===== src/rtl/offchip_mem_ctrl_pkg.sv =====
// Shared configuration and types for the off-chip memory line initiator.
// Defaults mirror the CPU-wide line size and address width.
package offchip_mem_ctrl_pkg;

    localparam int DEF_CACHE_LINE_SIZE = 16;
    localparam int DEF_MAX_BIT_POS     = 31;
    localparam int DEF_TIMEOUT_CYCLES  = 255;

    typedef enum logic [1:0] {
        ST_IDLE    = 2'd0,
        ST_REQ     = 2'd1,
        ST_RELEASE = 2'd2
    } state_t;

    typedef enum logic {
        GNT_IC = 1'b0,
        GNT_DC = 1'b1
    } grant_t;

endpackage


===== src/rtl/offchip_mem_ctrl_rr_arb2.sv =====
// Two-requester round-robin arbiter; on a tie the side not granted last time wins.
module rr_arb2
    import offchip_mem_ctrl_pkg::*;
(
    input  logic clk,
    input  logic rst,
    input  logic i_req_ic,
    input  logic i_req_dc,
    input  logic i_accept,
    output logic o_grant_dc
);

    grant_t r_last_grant;

    always_comb begin
        o_grant_dc = 1'b0;
        if (i_req_dc && !i_req_ic)
            o_grant_dc = 1'b1;
        else if (i_req_ic && !i_req_dc)
            o_grant_dc = 1'b0;
        else
            o_grant_dc = (r_last_grant == GNT_IC);
    end

    always_ff @(posedge clk or posedge rst) begin
        if (rst)
            r_last_grant <= GNT_IC;
        else if (i_accept)
            r_last_grant <= o_grant_dc ? GNT_DC : GNT_IC;
    end

endmodule


===== src/rtl/offchip_mem_ctrl.sv =====
// Cache-line initiator: arbitrates icache/dcache line requests onto the level-held
// off-chip memory port, one transfer outstanding, with an optional ready timeout.
module offchip_mem_ctrl
    import offchip_mem_ctrl_pkg::*;
#(
    parameter int CACHE_LINE_SIZE = DEF_CACHE_LINE_SIZE,
    parameter int ADDR_WIDTH      = DEF_MAX_BIT_POS + 1,
    parameter int TIMEOUT_CYCLES  = DEF_TIMEOUT_CYCLES
) (
    input  logic                         clk,
    input  logic                         rst,
    input  logic                         ic_req,
    input  logic [ADDR_WIDTH-1:0]        ic_addr,
    output logic [CACHE_LINE_SIZE*8-1:0] ic_rdata,
    output logic                         ic_done,
    input  logic                         dc_req,
    input  logic                         dc_we,
    input  logic [ADDR_WIDTH-1:0]        dc_addr,
    input  logic [CACHE_LINE_SIZE*8-1:0] dc_wdata,
    output logic [CACHE_LINE_SIZE*8-1:0] dc_rdata,
    output logic                         dc_done,
    output logic                         err,
    output logic                         offchip_mem_read_en,
    output logic                         offchip_mem_write_en,
    output logic [ADDR_WIDTH-1:0]        offchip_mem_addr,
    output logic [CACHE_LINE_SIZE*8-1:0] offchip_mem_wdata,
    input  logic [CACHE_LINE_SIZE*8-1:0] offchip_mem_data,
    input  logic                         offchip_mem_ready
);

    localparam int LW = CACHE_LINE_SIZE * 8;
    localparam int TW = (TIMEOUT_CYCLES > 0) ? $clog2(TIMEOUT_CYCLES + 1) : 1;
    localparam logic [ADDR_WIDTH-1:0] LINE_MASK = ADDR_WIDTH'(CACHE_LINE_SIZE - 1);

    state_t                r_state;
    logic                  r_owner_dc;
    logic                  r_we;
    logic [TW-1:0]         r_tmo;
    logic                  r_read_en;
    logic                  r_write_en;
    logic [ADDR_WIDTH-1:0] r_addr;
    logic [LW-1:0]         r_wdata;
    logic [LW-1:0]         r_ic_rdata;
    logic [LW-1:0]         r_dc_rdata;
    logic                  r_ic_done;
    logic                  r_dc_done;
    logic                  r_err;

    logic w_grant_dc;
    logic w_accept;
    logic w_tmo_hit;

    assign w_accept  = (r_state == ST_IDLE) && (ic_req || dc_req);
    // Fires on the REQ cycle whose increment would reach TIMEOUT_CYCLES.
    assign w_tmo_hit = (TIMEOUT_CYCLES != 0) && (r_tmo == TW'(TIMEOUT_CYCLES - 1));

    rr_arb2 u_arb (
        .clk        (clk),
        .rst        (rst),
        .i_req_ic   (ic_req),
        .i_req_dc   (dc_req),
        .i_accept   (w_accept),
        .o_grant_dc (w_grant_dc)
    );

    always_ff @(posedge clk or posedge rst) begin
        if (rst) begin
            r_state    <= ST_IDLE;
            r_owner_dc <= 1'b0;
            r_we       <= 1'b0;
            r_tmo      <= '0;
            r_read_en  <= 1'b0;
            r_write_en <= 1'b0;
            r_addr     <= '0;
            r_wdata    <= '0;
            r_ic_rdata <= '0;
            r_dc_rdata <= '0;
            r_ic_done  <= 1'b0;
            r_dc_done  <= 1'b0;
            r_err      <= 1'b0;
        end else begin
            r_ic_done <= 1'b0;
            r_dc_done <= 1'b0;
            r_err     <= 1'b0;
            case (r_state)
                ST_IDLE: begin
                    r_tmo <= '0;
                    if (w_accept) begin
                        r_owner_dc <= w_grant_dc;
                        r_we       <= w_grant_dc && dc_we;
                        r_addr     <= (w_grant_dc ? dc_addr : ic_addr) & ~LINE_MASK;
                        if (w_grant_dc && dc_we) begin
                            r_wdata    <= dc_wdata;
                            r_write_en <= 1'b1;
                        end else begin
                            r_read_en  <= 1'b1;
                        end
                        r_state <= ST_REQ;
                    end
                end
                ST_REQ: begin
                    if (offchip_mem_ready) begin
                        r_read_en  <= 1'b0;
                        r_write_en <= 1'b0;
                        if (r_owner_dc) begin
                            r_dc_done <= 1'b1;
                            if (!r_we)
                                r_dc_rdata <= offchip_mem_data;
                        end else begin
                            r_ic_done  <= 1'b1;
                            r_ic_rdata <= offchip_mem_data;
                        end
                        r_state <= ST_RELEASE;
                    end else if (w_tmo_hit) begin
                        r_read_en  <= 1'b0;
                        r_write_en <= 1'b0;
                        r_err      <= 1'b1;
                        if (r_owner_dc) begin
                            r_dc_done  <= 1'b1;
                            r_dc_rdata <= '0;
                        end else begin
                            r_ic_done  <= 1'b1;
                            r_ic_rdata <= '0;
                        end
                        r_state <= ST_RELEASE;
                    end else if (r_tmo != '1) begin
                        r_tmo <= r_tmo + TW'(1);
                    end
                end
                ST_RELEASE: begin
                    r_tmo <= '0;
                    if (!offchip_mem_ready)
                        r_state <= ST_IDLE;
                end
                default: r_state <= ST_IDLE;
            endcase
        end
    end

    assign ic_rdata             = r_ic_rdata;
    assign ic_done              = r_ic_done;
    assign dc_rdata             = r_dc_rdata;
    assign dc_done              = r_dc_done;
    assign err                  = r_err;
    assign offchip_mem_read_en  = r_read_en;
    assign offchip_mem_write_en = r_write_en;
    assign offchip_mem_addr     = r_addr;
    assign offchip_mem_wdata    = r_wdata;

endmodule


===== config.mk =====
export PLATFORM = sky130hd
export DESIGN_NAME = offchip_mem_ctrl
export DESIGN_NICKNAME = d
export VERILOG_FILES = /design/src/rtl/offchip_mem_ctrl_pkg.sv /design/src/rtl/offchip_mem_ctrl_rr_arb2.sv /design/src/rtl/offchip_mem_ctrl.sv
export SDC_FILE = /design/constraint.sdc
export NUM_CORES = 1
export LEC_CHECK = 0
export ABC_AREA = 1
export CAP_MARGIN = 20
export CORE_AREA = 2 2 289 291
export CTS_CLUSTER_DIAMETER = 40
export DETAILED_ROUTE_END_ITERATION = 6
export DIE_AREA = 0 0 291 293
export GPL_TIMING_DRIVEN = 0
export PLACE_DENSITY_LB_ADDON = 0.3
export SLEW_MARGIN = 20
export SYNTH_ARGS = -nofsm -noshare
export SYNTH_HDL_FRONTEND = slang
export SYNTH_SLANG_ARGS = --single-unit

===== constraint.sdc =====
create_clock -name clk -period 16.7 [get_ports clk]
set_clock_uncertainty 0.1 [all_clocks]
set_input_delay 1.67 -clock clk [delete_from_list [all_inputs] [get_ports clk]]
set_output_delay 1.67 -clock clk [all_outputs]
set_load 0.005 [all_outputs]

; ---- Yosys cells after proc, flatten, opt, wreduce, memory -nomap -nowiden
; Cells that the tools add are included.
[word_totals]
regBits = 430
in_bits = 326
out_inout_bits = 421
[classes]
addsub = 1
n_eq_ne = 13
n_mux = 41
n_bitwise = 2
n_reduce_logical = 20
[op_table]
columns = cell, count
row1 = $mux W128, 9
row2 = $mux W32, 1
row3 = $mux W8, 3
row4 = $mux W1, 20
row5 = $pmux W8 S2, 1
row6 = $reduce_and A4 Y1, 4
row7 = $ne A2 B2 Y1 const B, 6
row8 = $reduce_and A3 Y1, 3
row9 = $add A8 B1 Y8 const B, 1
row10 = $eq A8 B8 Y1 const B, 1
row11 = $mux W2, 4
row12 = $ne A8 B8 Y1 const B, 1
row13 = $pmux W2 S3, 1
row14 = $reduce_bool A2 Y1, 3
row15 = $logic_and A1 B1 Y1, 4
row16 = $ne A2 B1 Y1 const B, 2
row17 = $pmux W1 S2, 2
row18 = $ne A3 B3 Y1 const B, 1
row19 = $eq A2 B1 Y1 const B, 1
row20 = $eq A2 B2 Y1 const B, 1
row21 = $logic_not A1 Y1, 2
row22 = $logic_not A2 Y1, 1
row23 = $not A1 Y1, 2
row24 = $reduce_and A2 Y1, 1
row25 = other kinds (2), 2

; ---- Depth between registers and ports, before layout
[depth]
word_depth = 8
depth_mapped = 11
mapped_depth_nobuf = 10

; ---- Modules after synthesis
; From an unflattened synthesis, not the netlist that was laid out.
[unflattened]
cells_unflattened = 1814
hier_area_um2 = 16849.9
[by_module_without_submodules]
columns = module, n_inst, cells_each, area_each_um2
row1 = offchip_mem_ctrl, 1, 1803, 16784.8
row2 = rr_arb2, 1, 11, 65.1

; ---- Least setup slack after synthesis
; Ideal clock, no wire load.
[synth_timing]
path_kind = input port to flip-flop
from = in offchip_mem_ready
to = reg r_ic_rdata[6], in the netlist ic_rdata[6]
setup_ns = 0.083
t_arrival_ns = 2.586
required_time_ns = 16.517
path_slack_ns = 13.932
cell_stages = 5
path_buffers = 3
cell_sequence = buf_2 clkbuf_1 clkbuf_1 nand2_1 o21ai_0
[synth_between]
elab_chain_cells = 2
elab_cells_between_ends = 3
classes_between = 1 x mux / 2 x reduce/logical
[synth_rtl]
columns = element, line_no
row1 = "start, declared", offchip_mem_ctrl.sv:28  ; input logic offchip_mem_ready
row2 = $reduce_bool A2 Y1 (no source line), n/a
row3 = $reduce_and A3 Y1 (no source line), n/a
row4 = "end signal, assigned", offchip_mem_ctrl.sv:111  ; r_ic_rdata <= offchip_mem_data;
row5 = "end, declared", offchip_mem_ctrl.sv:43  ; logic [LW-1:0] r_ic_rdata;
; Parallel ways exist; a longest one is shown, timed or not.
; A chain may end at the register's enable or synchronous reset.

; ---- Final worst setup path
[layout_timing]
from = in offchip_mem_ready
to = reg r_dc_rdata[92], in the netlist dc_rdata[92]
[layout_between]
elab_chain_cells = 2
elab_cells_between_ends = 4
classes_between = 1 x eq/ne / 1 x mux / 2 x reduce/logical
[layout_rtl]
columns = element, line_no
row1 = $ne A2 B2 Y1 (no source line) or $reduce_bool A2 Y1 (tied branches), n/a
row2 = $reduce_and A4 Y1 (no source line), n/a
row3 = "end signal, assigned", offchip_mem_ctrl.sv:108  ; r_dc_rdata <= offchip_mem_data;
row4 = "end, declared", offchip_mem_ctrl.sv:44  ; logic [LW-1:0] r_dc_rdata;
; Parallel ways exist; a longest one is shown, timed or not.

==> impl_metrics.csv <==
group,metric,value,unit
timing,fin_crit,3.65,ns
routing,drt_iter0_markers,594,
layout,area_growth,69.0,%
synthesis,synth_cells,1788,
synthesis,synth_cell_type_count,27,
synthesis,synth_area_per_cell,9.67,µm²
synthesis,yosysSeqAreaShare,62.1,%
synthesis,synth_edf_count,0,
setup_path,end_kind,"flop",
grt,grt_use_total,16.0,%
layout,drive_above_1_share,14.1,%
synthesis,netlist_area,0.0173,mm²
synthesis,synth_ff_type,"dfrtp_1",
pwr,ir_drop,87.6,µV
routing,drc_errors,0,
synthesis,synth_top_area_share,62.1,%
synthesis,synth_area_leader_cell,"dfrtp_1",
timing,setup_viol,0,
synthesis,yosysWarnings,0,
clock_tree,cts_buffers,85,
routing,firstDrtPassIters,5,
clock_tree,htreeDepth,3,
run,cap_violations,0,
grt,gr-total-overflow,0,
clock_tree,cts_resized,0,
synthesis,synth_common_cells,"nand2_1 (585), dfrtp_1 (429), o21ai_0 (159), inv_1 (141), o21ai_2 (121)",
synthesis,ys_ff_latch,429,
timing,rsz0062_at_grt,"false",
die,core,0.0818,mm²
setup_path,required,17.13,ns
routing,viasPerCell,4.09,
timing,finalHoldViolations,0,
placed_design,io_buffers,733,
die,ios,747,
die,die-area,0.0853,mm²
setup_path,startpoint_type,"input pin",
pwr,p_leak,13.1,nW
run_status,status,"finished clean",
grt,grt_max_degree,97,
grt,grt_pass1_wl,103000,µm
clock_tree,cts_tree,"done",
grt,grt_pass1_vias,16100,
clock_tree,clock_path_buffers,3,
layout,instances_no_fill,3759,
routing,wl_per_cell,18.4,µm
placed_design,dp.cells,3598,
layout,nFillCells,8277,
clock_tree,root_buffer,"clkbuf_16",
timing,fin_ws,13.05,ns
synthesis,ys_async_sr_fraction,100,%
routing,postRouteAntennaNets,0,
die,chipWidth,291,µm
routing,drt-total-wl,69100,µm
timing,final_max_slew_viol_count,0,
worst_hold_path,hp-class,"reg2reg",
placed_design,hpwl,52100,µm
setup_path,worstPathMaxFanout,10,
placed_design,placed_cell_area,0.0261,mm²
clock_tree,clkTransAtPathRegs,0.05,ns
clock_tree,cts_sinks,429,
die,dieHeight,293,µm
die,num_rows,105,
pwr,p_per_area,188,mW/mm²
grt,antenna_found_initial,1,
layout,fin_area,0.0292,mm²
timing,worst_slew_pin_slew,1.03,ns
clock_tree,clkLatencyLatePin,0.60,ns
clock_tree,cts_setup_buffers,0,
routing,via_count,15400,
setup_path,arrival,4.08,ns
clock_tree,holdBufCountCts,0,
placed_design,gp_congestion,0.850,
timing,period_share,21.8,%
layout,nNetsFinal,2943,
setup_path,crit_type,"in2reg",
timing,fmax,274,MHz
die,start_util,21.1,%
synthesis,yosysMostFrequentCell,"nand2_1",
timing,slew_headroom,31.2,%
synthesis,synthTopCellsByArea,"dfrtp_1 (62%), nand2_1 (13%), o21ai_2 (6.1%)",
placed_design,pre_cts_ws,12.15,ns
-- final timing paths --
path | start | to | slack (ns) | depth (start not counted)
hold / removal | dc_rdata[105] | dc_rdata[105] | 0.38 | 2
min in group asynchronous | rst | offchip_mem_wdata[10] | 1.44 | 2
hold reg to reg | dc_rdata[105] | dc_rdata[105] | 0.38 | 2
setup reg to reg | r_owner_dc | offchip_mem_wdata[89] | 14.45 | 7
setup / recovery | offchip_mem_ready | dc_rdata[92] | 13.05 | 5
max in group asynchronous | rst | dc_rdata[103] | 13.58 | 4
-- through the flow --
step / power (mW) / TNS (ns) / utilization, % / hold slack, ns
finish: 5.50 / 0 / 35.7 / 0.377
global route: 5.82 / 0 / 35.7 / 0.393
CTS: 5.59 / 0 / 35.7 / 0.378
detailed placement: 3.69 / 0 / 31.9 / 0.366
global placement: 3.68 / -1539.88 / 31.7 / 0.364
floorplan: 2.41 / 0 / - / 0.350
-- routing by layer --
layer	part of all wire (%)	vias up	GRT usage [%]
li1	-	7395	-
met5	0	-	0
met4	3.0	0	5.83
met2	49	572	27.2
met1	40	7284	18.8
met3	7.6	113	5.14
-- kinds of logic after synthesis --
kind of cell | after synthesis | share of synthesized area [%]
compound gates | 451 | 15.7
xor+xnor | 4 | 0.203
fa+ha+maj | 2 | 0.145
buf+inv | 260 | 7.46
flops | 429 | 62.1
other cells | 1 | 0.0217
simple gates | 641 | 14.4
-- cells in the final DEF, fill, tap and decap left out, types with 8 or more instances in the layout --
cell type	synthesis	layout
a21oi_1	56	56
buf_2	43	43
buf_4	10	10
buf_6	29	29
bufinv_16	0	14
clkbuf_1	31	35
clkbuf_16	0	86
clkbuf_8	0	12
clkdlybuf4s50_1	0	733
clkinv_2	0	14
clkinvlp_4	0	13
dfrtp_1	429	429
inv_1	141	140
inv_6	0	8
nand2_1	585	585
nand3_1	9	9
nor2_1	37	37
o21ai_0	159	159
o21ai_1	114	114
o21ai_2	121	121
-- cell type report --
class	count	area [µm²]	share of cell area, %
multi-input combinational	1102	5270	18.0
clock buffer	102	2330	7.98
antenna	2	5.00	0.0171
inverter	143	544	1.86
timing repair buffer	737	7450	25.5
sequential	429	10700	36.8
clock inverter	57	783	2.68
buffer	117	753	2.58
tap	1070	1340	4.58
-- critical path: stages --
cell	delay, ns
buf_2	0.14
clkbuf_1	0.74
clkbuf_1	0.83
nand2_1	0.42
o21ai_2	0.22
-- flip-flops by register name, summed over array words and instances (netlist names), 2 cells and up --
signal and flops:
offchip_mem_addr 28, offchip_mem_wdata 128, ic_rdata 128, dc_rdata 128
r_state 2, r_tmo 8
-- where the power goes --
| group | internal [mW] | switching, mW | total, mW |
|---|---|---|---|
| sequential | 1.48 | 0.249 | 1.72 |
| clock | 1.22 | 0.622 | 1.85 |
| combinational | 1.07 | 0.861 | 1.93 |
Power figures use the tool's default switching activity.
